## src/rtl/tty_ram_sched.sv

```systemverilog
// tty_ram_sched: shares the text RAM port between renderer reads and a scroll/clear engine (optional TTY_ARB_FAIR_EN)
module tty_ram_sched #(
    parameter int          COLS      = 60,
    parameter int          ROWS      = 17,
    parameter int          ADDR_W    = 16,
    parameter int          BASE      = 0,
    parameter logic [7:0]  FILL_CHAR = 8'h20
) (
    input  logic              clk,
    input  logic              rst_n,
    input  logic              disp_req,
    input  logic [ADDR_W-1:0] disp_addr,
    output logic              disp_gnt,
    output logic              disp_rvalid,
    output logic [7:0]        disp_rdata,
    input  logic              cmd_valid,
    input  logic [1:0]        cmd_op,
    output logic              cmd_ready,
    output logic              busy,
    output logic              done,
    output logic [ADDR_W-1:0] ram_address,
    output logic              ram_write,
    output logic [7:0]        ram_writedata,
    input  logic [7:0]        ram_readdata
);
    localparam logic [ADDR_W-1:0] BASE_A   = ADDR_W'(BASE);
    localparam logic [ADDR_W-1:0] SCR_LAST = ADDR_W'(BASE + COLS * (ROWS - 1) - 1);
    localparam logic [ADDR_W-1:0] CLR_LAST = ADDR_W'(BASE + COLS * ROWS - 1);

    if (longint'(BASE) + longint'(COLS) * ROWS >= (longint'(1) << ADDR_W)) begin : g_bad_range
        $error("tty_ram_sched: BASE+COLS*ROWS does not fit in ADDR_W");
    end

    typedef enum logic [2:0] {IDLE, SCR_RD, SCR_CAP, SCR_WR, CLR_WR, FIN} state_t;
    state_t st, nxt;
    logic [ADDR_W-1:0] dst, src;
    logic [7:0]        hold;
    logic              need, go;

    assign src        = dst + ADDR_W'(COLS);
    assign need       = st == SCR_RD || st == SCR_WR || st == CLR_WR;
    assign go         = need && !disp_gnt;
    assign disp_rdata = ram_readdata;

`ifdef TTY_ARB_FAIR_EN
    logic [3:0] wait_cnt;
    logic       force_slot;
    assign disp_gnt = disp_req && !force_slot;
    // after 16 consecutive grants that keep the engine waiting, hand it one slot
    always_ff @(posedge clk or negedge rst_n)
        if (!rst_n) begin
            wait_cnt   <= '0;
            force_slot <= 1'b0;
        end else if (!need || !disp_gnt) begin
            wait_cnt   <= '0;
            force_slot <= 1'b0;
        end else begin
            wait_cnt   <= wait_cnt + 4'd1;
            force_slot <= wait_cnt == 4'hf;
        end
`else
    assign disp_gnt = disp_req;
`endif

    // engine state register
    always_ff @(posedge clk or negedge rst_n)
        if (!rst_n) st <= IDLE;
        else        st <= nxt;

    // pointer and copy buffer; pointer advances only on a granted write
    always_ff @(posedge clk or negedge rst_n)
        if (!rst_n) begin
            dst  <= BASE_A;
            hold <= '0;
        end else begin
            if (st == IDLE) dst <= BASE_A;
            else if (go && (st == SCR_WR || st == CLR_WR)) dst <= dst + ADDR_W'(1);
            if (st == SCR_CAP) hold <= ram_readdata;
        end

    // read data follows a display grant by one cycle
    always_ff @(posedge clk or negedge rst_n)
        if (!rst_n) disp_rvalid <= 1'b0;
        else        disp_rvalid <= disp_gnt;

    // next-state logic; port accesses stall while the display holds the port
    always_comb begin
        nxt = st;
        case (st)
            IDLE:    nxt = !cmd_valid ? IDLE : cmd_op == 2'b01 ? SCR_RD : cmd_op == 2'b10 ? CLR_WR : IDLE;
            SCR_RD:  nxt = go ? SCR_CAP : SCR_RD;
            SCR_CAP: nxt = SCR_WR;
            SCR_WR:  nxt = !go ? SCR_WR : dst == SCR_LAST ? CLR_WR : SCR_RD;
            CLR_WR:  nxt = go && dst == CLR_LAST ? FIN : CLR_WR;
            default: nxt = IDLE;
        endcase
    end

    // port mux and status outputs
    always_comb begin
        ram_address   = disp_gnt ? disp_addr : st == SCR_RD ? src : (st == SCR_WR || st == CLR_WR) ? dst : BASE_A;
        ram_write     = !disp_gnt && (st == SCR_WR || st == CLR_WR);
        ram_writedata = st == SCR_WR ? hold : FILL_CHAR;
        busy          = st != IDLE && st != FIN;
        done          = st == FIN;
        cmd_ready     = st == IDLE;
    end
endmodule
```

## config.mk

```make
export PLATFORM = sky130hd
export DESIGN_NAME = tty_ram_sched
export DESIGN_NICKNAME = d
export VERILOG_FILES = /design/src/rtl/tty_ram_sched.sv
export SDC_FILE = /design/constraint.sdc
export NUM_CORES = 1
export LEC_CHECK = 0
export CAP_MARGIN = 20
export CORE_ASPECT_RATIO = 0.5
export CORE_UTILIZATION = 45
export CTS_CLUSTER_SIZE = 10
export DETAILED_ROUTE_END_ITERATION = 6
export PLACE_DENSITY_LB_ADDON = 0.2
export SLEW_MARGIN = 20
export SYNTH_ARGS = -nofsm -noshare
export SYNTH_HDL_FRONTEND = slang
export SYNTH_SLANG_ARGS = --single-unit
```

## constraint.sdc

```tcl
create_clock -name clk -period 2.82 [get_ports clk]
set_clock_uncertainty 0.1 [all_clocks]
set_input_delay 0.423 -clock clk [delete_from_list [all_inputs] [get_ports clk]]
set_output_delay 0.423 -clock clk [all_outputs]
set_load 0.1 [all_outputs]
```

After elaboration in Yosys (flattened, before gate mapping)
Index checks and enable logic that the tools add are counted.
{"block": "totals", "wordCells": 42, "inputBits": 30, "output_inout_bits": 38, "regBits": 28}
{"block": "op_classes", "n_eq_ne": 10, "reduce_logical": 12, "n_addsub": 2, "mux": 14}
{"op": "2-to-1 mux 16 bit", "count": 5}
{"op": "equality test 16 x 10 -> 1 bit (second input constant)", "count": 2}
{"op": "adder 16 x 1 -> 16 bit (second input constant)", "count": 1}
{"op": "adder 16 x 6 -> 16 bit (second input constant)", "count": 1}
{"op": "2-to-1 mux 3 bit", "count": 5}
{"op": "case mux 3 bit (5 select lines)", "count": 1}
{"op": "2-to-1 mux 8 bit", "count": 1}
{"op": "equality test 3 x 2 -> 1 bit (second input constant)", "count": 2}
{"op": "equality test 3 bit (second input constant)", "count": 2}
{"op": "logical AND 1 bit", "count": 5}
{"op": "equality test 3 x 1 -> 1 bit (second input constant)", "count": 1}
{"op": "logical NOT 3 bit", "count": 1}
{"op": "logical OR 1 bit", "count": 3}
{"op": "!= test 3 bit (second input constant)", "count": 1}
{"op": "nonzero test 3 bit", "count": 1}
{"op": "equality test 2 x 1 -> 1 bit (second input constant)", "count": 1}
{"op": "equality test 2 bit (second input constant)", "count": 1}
{"op": "2-to-1 mux 2 bit", "count": 1}
{"op": "nonzero test 2 bit", "count": 1}
{"op": "logical NOT 1 bit", "count": 1}
{"op": "2-to-1 mux 1 bit", "count": 1}

Logic depth before layout (Yosys ltp)
Gate-level depths: netlist (run 1).
{"block": "depth", "ltp_word": 7, "mapped_depth": 7, "ltp_nobuf": 6}

Least setup slack after synthesis (run 1)
Ideal clock, no wire load.
{"block": "synth_timing", "path_kind": "input -> output", "startpoint": "in disp_req", "endpoint": "out ram_address[15]", "setup_slack_ns": -2.483, "path_stages": 3, "required_time_ns": 2.297, "t_arrival_ns": 4.780, "n_path_buf": 1, "path_cell_list": "or4b_2 > clkbuf_1 > o311ai_0"}
{"block": "synth_via", "elab_chain_cells": 1}
{"element": "start, declared", "line_no": "11", "rtl": "input logic disp_req,"}
{"element": "2-to-1 mux 16 bit", "line_no": "101", "rtl": "ram_address = disp_gnt ? disp_addr : st == SCR_RD ? src : (st == SCR_WR || st == CLR_WR) ? dst : BASE_A;"}
{"element": "end, declared", "line_no": "21", "rtl": "output logic [ADDR_W-1:0] ram_address,"}
Every way passes these cells.

Final worst setup path (run 1)
{"block": "layout_timing", "startpoint": "in disp_req", "endpoint": "out ram_address[12]"}
Same word-level chain as after synthesis.

==> results of run 1 <==
final cells by class:
type                            count  area [sq um]
Multi-Input combinational cell    181          1330
Fill cell                         318          1180
Timing Repair Buffer               86          1060
Sequential cell                    28           703
Tap cell                           57          71.3
Clock buffer                        3          41.3
Clock inverter                      1          30.0
Inverter                            5          18.8
power groups by stage:
stage	clock network [mW]	registers [mW]	logic (mW)
after detailed placement	0	0.556	2.05
after global routing	0.355	0.561	2.15
after floorplan	0	0.547	1.35
final	0.327	0.551	2.05
after CTS	0.336	0.550	2.05
after global placement	0	0.550	2.02
through the flow:
step,cells,util,TNS [ns]
after global routing,361,0.734,-0.00360
after floorplan,243,-,-0.00216
final,361,0.734,0
after CTS,359,0.726,0
after detailed placement,355,0.710,0
after global placement,355,0.710,0
Yosys cell counts (all sizes together), types with 3 or more instances:
master,count,area (sq um)
buf,13,86.3
xor2,7,61.3
mux2,8,90.1
nand4,3,18.8
ha,4,50.1
o21ai,16,80.1
a221o,4,40.0
a21oi,14,70.1
nand3b,3,22.5
clkbuf,16,60.1
inv,5,18.8
nor2b,3,18.8
xnor2,10,87.6
nand2,14,52.6
or3,7,43.8
dfrtp,28,701
nor4,4,25.0
and3,3,18.8
or2,3,18.8
and2,9,56.3
and4,3,26.3
a22oi,6,45.0
nand3,4,20.0
nor2,19,71.3
nor3,4,25.0
state kept, by name, indices dropped and copies added (netlist names):
name / flops
disp_rvalid: 1
dst: 16
hold: 8
st: 3
cell usage in the layout (no fill, tap or decap), types with 2 or more instances in the layout:
master / instances
a211oi_1: 2
a21o_1: 2
a21oi_1: 14
a221o_1: 4
a22o_1: 2
a22oi_1: 6
and2_1: 9
and3_1: 3
and4_1: 3
buf_12: 27
buf_4: 30
clkbuf_8: 3
clkdlybuf4s50_1: 29
dfrtp_1: 26
dfrtp_2: 2
ha_1: 4
inv_1: 5
mux2_2: 8
nand2_1: 14
nand2b_1: 2
nand3_1: 4
nand3b_1: 3
nand4_1: 3
nor2_1: 18
nor2b_1: 3
nor3_1: 2
nor3_2: 2
nor4_1: 3
o21ai_0: 8
o21ai_2: 7
o31ai_1: 2
or2_2: 3
or3_1: 7
xnor2_1: 10
xor2_1: 7
cells by family (layout without fill, tap and decap cells):
logic type,after synthesis,after routing,synth area share
AO/OA/AOI/OAI,62,62,0.201
XOR/XNOR,17,17,0.0714
adder cells (fa/ha/maj),4,4,0.0240
buffers and inverters,34,95,0.0792
flip-flops,28,28,0.336
multiplexers,9,9,0.0480
AND/OR/NAND/NOR,89,89,0.240
path summary, 6_finish.rpt:
path | startpoint | endpoint | slack [ns] | cells after the start
worst min-delay path | rst_n | dst[10]$_DFFE_PN0P_ | 0.41 | 2
max in group asynchronous | rst_n | dst[3]$_DFFE_PN0P_ | 1.90 | 2
min in group clk | hold[5]$_DFFE_PN0P_ | hold[5]$_DFFE_PN0P_ | 0.41 | 1
worst max register to register | dst[0]$_DFFE_PN0P_ | st[0]$_DFF_PN0_ | 0.49 | 5
worst max-delay path | disp_req | ram_address[12] | 0.08 | 6
worst min register to register | hold[5]$_DFFE_PN0P_ | hold[5]$_DFFE_PN0P_ | 0.41 | 1
what timing repair did:
action	4_1_cts	5_1_grt
setup buffers	0	2
setup endpoints to repair	0	5
resized for setup	0	6
worst register-to-register path, cell delays in order, from the launching register on:
cell and delay [ns]:
dfrtp_1 0.44, ha_1 0.27, or4b_1 0.46, nor4_1 0.46, nand3_1 0.18, a211o_1 0.31
per-layer routing:
| layer | track usage | share of wire | vias to the layer above |
|---|---|---|---|
| met1 | 0.324 | 0.44 | 1014 |
| met3 | 0.0638 | 0.077 | 5 |
| met5 | 0 | 0 | - |
| li1 | - | - | 998 |
| met2 | 0.418 | 0.48 | 106 |
| met4 | 0.0448 | 0.0019 | 0 |
==> reports/metrics.yaml, run 1 <==
placed_design:
  dpl_cell_area_sq_um: 3140
  gp_congestion: 0.871
  dp_hpwl_um: 4370
  io_buffers: 67
  pre_cts_slack_ns: 0.0109
sta:
  fin_crit_ns: 2.74
  fin_crit_sh: 0.971
  fmax_mhz: 365
  setup_slack_ns: 0.0818
  finalSetupViolCount: 0
  drv_slew: 0
  hold_viol: 0
  hold_ws_ns: 0.406
  maxSlewHeadroom: 0.527
  tightest_slew_ns: 0.706
outcome:
  status: "finished clean"
floorplanning:
  fp.dieH_um: 50.1
  initial_core_util: 0.471
  rows: 17
  core-area_sq_um: 4420
  die_w_um: 98.3
  dieArea_sq_um: 4920
  pin_count: 68
global_routing:
  gr-total-overflow: 0
  grt_antenna_before_repair: 0
  grt_pass1_vias: 2024
  track_usage: 0.247
  grt_pass1_wl_um: 9520
  grt_max_degree: 35
power:
  switching_share: 0.517
  pwr-share-seq: 0.188
  powerDensity_nw_per_um2: 902
  p_leak_nw: 1.32
  intPower_mw: 1.42
  combPwrFrac: 0.700
  peakVddDrop_v: 0.000823
  clkPwrFrac: 0.112
  power.total_mw: 2.93
  p_sw_mw: 1.51
clock_network:
  cts_tree: "yes"
  clock_path_buffers: 2
  htreeDepth: 1
  root_buffer: "clkbuf_8"
  tritoncts.num_buffers: 3
  cts.clk_slew.worst_paths_ns: 0.10
  ctsHoldBuffers: 0
  insertion_delay_ns: 0.28
  clkSinkCount: 28
final_layout:
  drive_gt1_frac: 0.299
  n_antenna_cell: 0
  fin_nets: 339
  fin_area_sq_um: 3250
  syn2layout_area_growth_pct: 55.8
critical_path:
  critPathMaxStageDelay_ns: 0.48
  cp_top_family: "buffers and inverters"
  crit_fanout: 34
  end_kind: "primary output"
  cpMaxStageDelayCell: "clkdlybuf4s50_1"
  required_ns: 2.30
  cp.arrival_ns: 2.22
  cp_num_buf_inv: 3
  critPathKind: "in -> out"
  worstSetupStartpointType: "input port"
  cp_cell_sequence: "clkdlybuf4s50_1 > buf_4 > a21oi_1 > o21bai_1 > a221o_1 > buf_12"
logic_synthesis:
  ys_types: 53
  synth_edf_count: 0
  synth-seq-cells: 28
  synthFlopType: "dfrtp_1"
  async_flop_share: 1.00
  synth_cells: 243
  synth.yosys.seq_area_share: 0.336
  syn_area_sq_um: 2080
  yosysWarnings: 0
  syn_avg_cell_area_sq_um: 8.58
  syn_nets: 277
min_path:
  min_path_type: "in -> async"
routing:
  vias: 2123
  routed_via_density: 5.88
  drc: 0
  wl_per_cell_um: 16.5
  drt_first_pass_iters: 7
  final_antenna_net_count: 0
  routed_wl_um: 5950
  dr.first_iter.drc_count: 177
flow_run:
  maxCapViolations: 0
Note: power is estimated with default switching activity, not from simulation.
==> run 2: changes to the inputs <==
--- a/config.mk
+++ b/config.mk
@@ -8,7 +8,6 @@
 export CAP_MARGIN = 20
 export CORE_ASPECT_RATIO = 0.5
 export CORE_UTILIZATION = 45
-export CTS_CLUSTER_SIZE = 10
 export DETAILED_ROUTE_END_ITERATION = 6
 export PLACE_DENSITY_LB_ADDON = 0.2
 export SLEW_MARGIN = 20
==> results of run 2 <==
Same layout as run 1: the final DEF is identical, and so are final timing and power.
